$ cat config.mk
export PLATFORM = sky130hd
export DESIGN_NAME = decode_stage
export DESIGN_NICKNAME = d
export VERILOG_FILES = /design/src/rtl/decode_stage.sv
export SDC_FILE = /design/constraint.sdc
export NUM_CORES = 2
export LEC_CHECK = 0
export ABC_AREA = 1
export CAP_MARGIN = 20
export CELL_PAD_IN_SITES_DETAIL_PLACEMENT = 1
export CELL_PAD_IN_SITES_GLOBAL_PLACEMENT = 1
export CORE_ASPECT_RATIO = 0.9
export CORE_MARGIN = 2
export CORE_UTILIZATION = 28
export CTS_CLUSTER_SIZE = 30
export DETAILED_ROUTE_END_ITERATION = 16
export PLACE_DENSITY = 0.6
export SYNTH_ARGS = -nofsm -noshare
export SYNTH_HDL_FRONTEND = slang
export SYNTH_SLANG_ARGS = --single-unit
$ cat constraint.sdc
create_clock -name clk -period 55.9 [get_ports clk]
set_input_delay 11.18 -clock clk [delete_from_list [all_inputs] [get_ports clk]]
set_output_delay 11.18 -clock clk [all_outputs]
set_load 0.005 [all_outputs]
$ cat src/rtl/decode_stage.sv
// decode_stage: MIPS D-stage with F/D register, bypassed GRF, forwarding, branch/jump resolution
module decode_stage #(
  parameter logic [31:0] PC_RESET = 32'h0000_3000
) (
  input  logic        clk,
  input  logic        reset,
  input  logic        D_EN,
  input  logic [31:0] v_PC_I,
  input  logic [31:0] instrI,
  input  logic        W_WE,
  input  logic [4:0]  W_A3,
  input  logic [31:0] W_WD,
  input  logic [1:0]  FWD_RS_SEL,
  input  logic [1:0]  FWD_RT_SEL,
  input  logic [31:0] v_M_fwd,
  input  logic [31:0] v_E_fwd,
  output logic [31:0] v_PC_D,
  output logic [31:0] instrD,
  output logic [31:0] v_RS_D,
  output logic [31:0] v_RT_D,
  output logic [31:0] v_EXT_D,
  output logic        b_taken,
  output logic [31:0] v_NPC
);
  logic [31:0] r_pc, r_instr;
  logic [31:0] r_grf [32];
  logic [5:0]  w_op;
  logic [4:0]  w_rs, w_rt;
  logic [15:0] w_imm;
  logic [31:0] w_rs_grf, w_rt_grf, w_br_off;
  logic        w_wr, w_br, w_j, w_jr;
  assign w_op  = r_instr[31:26];
  assign w_rs  = r_instr[25:21];
  assign w_rt  = r_instr[20:16];
  assign w_imm = r_instr[15:0];
  assign w_wr  = W_WE && (W_A3 != 5'd0);
  // F/D pipeline register; D_EN low holds the current instruction
  always_ff @(posedge clk or posedge reset) begin
    if (reset) begin
      r_pc    <= PC_RESET;
      r_instr <= '0;
    end else if (D_EN) begin
      r_pc    <= v_PC_I;
      r_instr <= instrI;
    end
  end
  // register file; $0 is never written so it stays zero
  always_ff @(posedge clk or posedge reset) begin
    if (reset) begin
      for (int i = 0; i < 32; i++) r_grf[i] <= '0;
    end else if (w_wr) begin
      r_grf[W_A3] <= W_WD;
    end
  end
  // write-first read: a same-cycle W-stage write is visible immediately
  assign w_rs_grf = (w_rs == 5'd0) ? '0 : (w_wr && W_A3 == w_rs) ? W_WD : r_grf[w_rs];
  assign w_rt_grf = (w_rt == 5'd0) ? '0 : (w_wr && W_A3 == w_rt) ? W_WD : r_grf[w_rt];
  assign v_RS_D = (FWD_RS_SEL == 2'd1) ? v_M_fwd : (FWD_RS_SEL == 2'd2) ? v_E_fwd : w_rs_grf;
  assign v_RT_D = (FWD_RT_SEL == 2'd1) ? v_M_fwd : (FWD_RT_SEL == 2'd2) ? v_E_fwd : w_rt_grf;
  assign v_EXT_D = (w_op == 6'b001101) ? {16'h0, w_imm} :
                   (w_op == 6'b001111) ? {w_imm, 16'h0} : {{16{w_imm[15]}}, w_imm};
  assign w_br_off = {{14{w_imm[15]}}, w_imm, 2'b00};
  assign w_br = ((w_op == 6'b000100) && (v_RS_D == v_RT_D)) ||
                ((w_op == 6'b000101) && (v_RS_D != v_RT_D));
  assign w_j  = (w_op == 6'b000010) || (w_op == 6'b000011);
  assign w_jr = (w_op == 6'b000000) && (r_instr[5:0] == 6'b001000);
  assign b_taken = w_br || w_j || w_jr;
  assign v_NPC = w_br ? r_pc + 32'd4 + w_br_off :
                 w_j  ? {r_pc[31:28], r_instr[25:0], 2'b00} :
                 w_jr ? v_RS_D : v_PC_I + 32'd4;
  assign v_PC_D = r_pc;
  assign instrD = r_instr;
endmodule

======== Yosys cells after proc, flatten, opt, wreduce, memory -nomap -nowiden ========
Cells that the tools add are included.
operators by class
  bitwise operators ....................... 3
  multipliers ............................. 0
  order comparisons ....................... 4
  shift-type cells ........................ 0
  div/mod/pow operators ................... 0
  add/subtract/negate cells ............... 3
  equality and inequality tests ........... 15
  reductions and logical operators ........ 15
  muxes and demuxes ....................... 22
operator list
  cell                     number
  $bwmux W1024             1
  $mux W32                 17
  $bmux W32 S5             2
  $demux W32 S5            1
  $add A32 B3 Y32 const B  2
  $add A32 B32 Y32         1
  $eq A32 B32 Y1           1
  $ne A32 B32 Y1           1
  $mux W31                 1
  $eq A6 B4 Y1 const B     3
  $ge A6 B6 Y1 const B     3
  $not A5 Y6               3
  $eq A6 B2 Y1 const B     2
  $eq A6 B3 Y1 const B     2
  $eq A5 B5 Y1             2
  $logic_not A5 Y1         2
  $logic_and A1 B1 Y1      7
  $logic_not A6 Y1         1
  $lt A6 B1 Y1 const B     1
  $reduce_bool A5 Y1       1
  $eq A2 B1 Y1 const B     2
  $eq A2 B2 Y1 const B     2
  $logic_or A1 B1 Y1       4
storage, ports and cells
  register bits ........................... 1088
  output and inout port bits .............. 193
  bits in writable memories ............... 0
  memories ................................ 0
  memory bits (read-only) ................. 0
  bits in latches ......................... 0

======== Logic depth before layout (Yosys ltp) ========
  word-level depth ........................ 13
  mapped depth ............................ 27
  gate-level depth less buffers ........... 24

======== Worst setup path after synthesis ========
No wires, ideal clock.
  kind .................................... in2out
  start point ............................. input W_A3[1]
  end point ............................... output v_NPC[11]
  required time ........................... 44.720 ns
  arrival time ............................ 13.360 ns
  buffers on the path ..................... 3
  cell stages on the path ................. 20
  slack ................................... 31.360 ns
  cells stage by stage .................... clkbuf_1 -> xnor2_1 -> nand3_1 -> nor2_1 -> nand2_4 -> clkbuf_1 -> nand2_1 -> nand2_1 -> a21oi_1 -> nand2_1 -> nand2_1 -> nand2_1 -> nor2_1 -> nand2_1 -> nor2_4 -> nand2_2 -> nand2_2 -> buf_4 -> nand3_1 -> nand2_1
on the way
  word-level cells in the longest chain between the ends .. 11
  elaborated cells on any way between the ends .. 22
  classes of those cells .................. eq/ne: 4; mux: 11; reduce/logical: 7
RTL lines
  what                                              line    RTL
  start, declared                                   11      input logic [4:0] W_A3,
  $reduce_bool A5 Y1                                36      assign w_wr = W_WE && (W_A3 != 5'd0);
  $logic_and A1 B1 Y1                               36
  $logic_and A1 B1 Y1 *                             56      assign w_rs_grf = (w_rs == 5'd0) ? '0 : (w_wr && W_A3 == w_rs) ? W_WD : r_grf[w_rs];
  $mux W32 * (2 in series)                          56
  $mux W32 * (2 in series)                          58      assign v_RS_D = (FWD_RS_SEL == 2'd1) ? v_M_fwd : (FWD_RS_SEL == 2'd2) ? v_E_fwd : w_rs_grf;
  net v_RS_D[20]                                    19      output logic [31:0] v_RS_D,
  $eq A32 B32 Y1 or $ne A32 B32 Y1 (tied branches)  63, 64
  $logic_and A1 B1 Y1 (on tied branches)            63, 64
  $logic_or A1 B1 Y1 *                              63      assign w_br = ((w_op == 6'b000100) && (v_RS_D == v_RT_D)) ||
  $mux W32 *                                        68      assign v_NPC = w_br ? r_pc + 32'd4 + w_br_off :
  end, declared                                     23      output logic [31:0] v_NPC
The timed path passes the listed nets; every way through them passes the cells marked *.

======== Worst setup path in the final report ========
  start point ............................. input W_A3[2]
  end point ............................... output v_NPC[19]
on the way
  word-level cells in the longest chain between the ends .. 11
  elaborated cells on any way between the ends .. 22
  classes of those cells .................. eq/ne: 4; mux: 11; reduce/logical: 7
RTL lines
  what                                              line
  $reduce_bool A5 Y1                                36
  $logic_and A1 B1 Y1                               36
  $logic_and A1 B1 Y1 (on tied branches)            56, 57
  $mux W32 (on tied branches) (2 in series)         56, 57
  $mux W32 (on tied branches) (2 in series)         58, 59
  $eq A32 B32 Y1 or $ne A32 B32 Y1 (tied branches)  63, 64
  $logic_and A1 B1 Y1 (on tied branches)            63, 64
  $logic_or A1 B1 Y1                                63
  $mux W32 *                                        68
Every way passes the cells marked *; elsewhere a longest branch is shown, timed or not.

==> impl_metrics.toml <==
[die]
core_area_sq_um = 236000
die_area_sq_um = 241000
initial_core_util = 0.282
ios = 366
rows = 169
die_y_microns = 466
die_x_microns = 517

[sta]
fin_setup_tns_ns = 0
timing.final.max_slew_violations = 0
finalSetupViolCount = 0
post-route-period-util = 0.494
rsz0062_at_grt = "no"
fin_skew_ns = 0
min_period_ns = 27.59
max_slew_margin = 0.258
finalHoldViolCount = 0
tightestPinTransition_ns = 1.11
timing.fmax_ghz = 0.0362

[hold_path]
holdPathStages = 0
hold_path_class = "reg -> reg"
holdPathEnd = "r_grf[1000]"
hp-start = "r_grf[1000]"

[setup_path]
crit_path_frequent_cell = "nand2_1"
cp_slowest_cell = "nand3_2"
critPathLaunchType = "input port"
worst-path-buf-inv = 4
r2r_end = "instrD[21]"
cp.arrival_ns = 16.41
cp.depth = 21
critical_path_class = "in -> out"
crit_path_max_fanout = 51
cp_top_family = "simple AND/OR/NAND/NOR gates"
endpoint_kind = "primary output"
critPathMaxStageDelay_ns = 0.64
reg2reg_slack_ns = 52.59
worstPathRequired_ns = 44.72
crit_start = "W_A3[2]"
timing.rr.start = "instrD[21]"
crit_chain = "clkdlybuf4s50_1 -> nor3_2 -> nand2_1 -> nand2_1 -> nor2_1 -> nand2_4 -> buf_4 -> o21ai_0 -> inv_1 -> nand2_1 -> a21oi_1 -> nand3_1 -> nand2_1 -> nand2_1 -> nor2_1 -> nand2_1 -> nor2_4 -> nand3_2 -> nand3_1 -> nand2_1 -> clkdlybuf4s50_1"
worstRegToRegCells = 4

[power]
irDropWorstVdd_mv = 0.0309
pwr_density_cell_nw_per_um2 = 34.5
leakagePower_nw = 35.3

[synthesis]
netlist_top_cells_area = "dfrtp_1 (41%), nand2_1 (20%), o21ai_0 (9.9%), nand3_1 (6.6%), inv_1 (4.1%)"
ys_seq_elements = 1088
yosysUniqueCellTypes = 49
synth_edf_count = 0
postSynthCellCount = 9864
yosys.area.top_type = "dfrtp_1"
synth_nets = 10100
avgSynthCellArea_sq_um = 6.73
ys_async_sr_fraction = 1.00
yosysSeqAreaShare = 0.410
syn_area_sq_um = 66400
yosys_most_used_dff = "dfrtp_1"
yosys_warnings = 0
yosysTopAreaCellShare = 0.409

[layout]
design_area_sq_um = 76400
areaGrowthSynthToFinish_pct = 14.9
final_common_cell = "nand2_1"
fin_util = 0.324
fillCellCount = 29400
fin_nets = 9968
final_cells = 13000
final_cell_mix = "nand2_1 (3542), o21ai_0 (1310), dfrtp_1 (1076), nand3_1 (872), inv_1 (714)"
final_layout_size_suffix_gt1_frac = 0.0475

[global_route]
gr-total-overflow = 0
grt_max_degree = 179
grt_pass1_vias = 69700
track_usage = 0.276
grt_antenna_before_repair = 23
grt_pass1_wl_mm = 495

[route]
dr.pass1.iters = 6
dr_total_vias = 69700
finalWirelength_mm = 340
routed_via_density = 5.35
ant_nets = 0
drt-initial-drc-count = 6084
wl_per_cell_microns = 26.1
drc = 0

[clock_network]
hold_buffers = 0
cts_setup_buffers = 0
cts_resized = 0
cts_root_buf = "clkbuf_16"
cts-htree-levels = 4
insertion_delay_ns = 0.81
clock_tree.buffer_depth = 3
numCtsBuffers = 131
cts_tree = "built"
clkTransAtPathRegs_ns = 0.06
cts_sinks = 1088

[placement]
hpwl_mm = 207
place_congestion = 0.944
dpl-instance-area_sq_um = 72100
dp.cells = 12800
io_buffer_count = 365

[run_status]
status = "finished, final reports clean"

[job]
maxCapViolCount = 0
per-stage QoR:
stage	setup slack, ns	hold WS, ns	power, mW
CTS	28.40	0.380	2.65
finish	28.31	0.384	2.64
global route	28.00	0.407	2.78
floorplan	14.09	0.429	1.47
detailed placement	28.43	0.368	1.76
global placement	28.61	0.367	1.74
worst reg2reg max path: cells and delay by family (launching register included):
kind,cells,cell delay [ns]
compound gates,1,0.19
buf+inv,3,2.24
flops,1,0.74
how the worst max path moves through the flow:
stage and to:
2_1_floorplan instrD[0], 3_3_place_gp v_NPC[26], 3_5_place_dp v_NPC[19], 4_1_cts v_NPC[19], 5_1_grt v_NPC[29], 6_report v_NPC[19]
logic make-up (layout without fill, tap and decap cells):
group           after synthesis  after routing  share of synthesized area
fa+ha+maj                    59             59                     0.0112
other cells                   0             17                          0
buf+inv                    1497           1464                     0.0935
compound gates             2073           2073                      0.168
flops                      1088           1088                      0.410
xor+xnor                     61             61                    0.00804
simple gates               5066           5066                      0.306
mux                          20             20                    0.00339
cell type report:
cell class,count,area (sq um),share of cell area
Antenna cell,17,42.5,0.000557
Clock inverter,31,437,0.00572
Timing Repair Buffer,504,4830,0.0633
Clock buffer,197,3800,0.0498
Tap cell,3163,3960,0.0518
Sequential cell,1088,27300,0.357
Multi-Input combinational cell,7279,33200,0.435
Inverter,732,2780,0.0364
flip-flops by register name (all words and copies together) (netlist names):
signal / flops
r_grf: 1024
v_PC_D: 32
instrD: 32
metal layers:
metal  wire length, microns  vias up  GRT usage
li1                       -    31500          -
met1                 152000    35500      0.373
met2                 158000     2075      0.450
met3                  17900      528     0.0389
met4                  12200       12     0.0942
met5                     65        -          0
power breakdown:
part           internal (mW)  total, mW  switching [mW]
Combinational          0.236      0.721           0.485
Clock                  0.491      0.879           0.388
Sequential             0.932       1.04           0.105
Total                   1.66       2.64           0.978
synth_stat cells, types with 58 or more instances:
master / n
dfrtp_1: 1086
buf_2: 259
a21oi_1: 443
nand3_1: 872
ha_1: 58
nand2_1: 3568
nor2_1: 541
o21ai_0: 1310
clkbuf_1: 400
o211ai_1: 246
inv_1: 717
(Power assumes the default switching activity.)
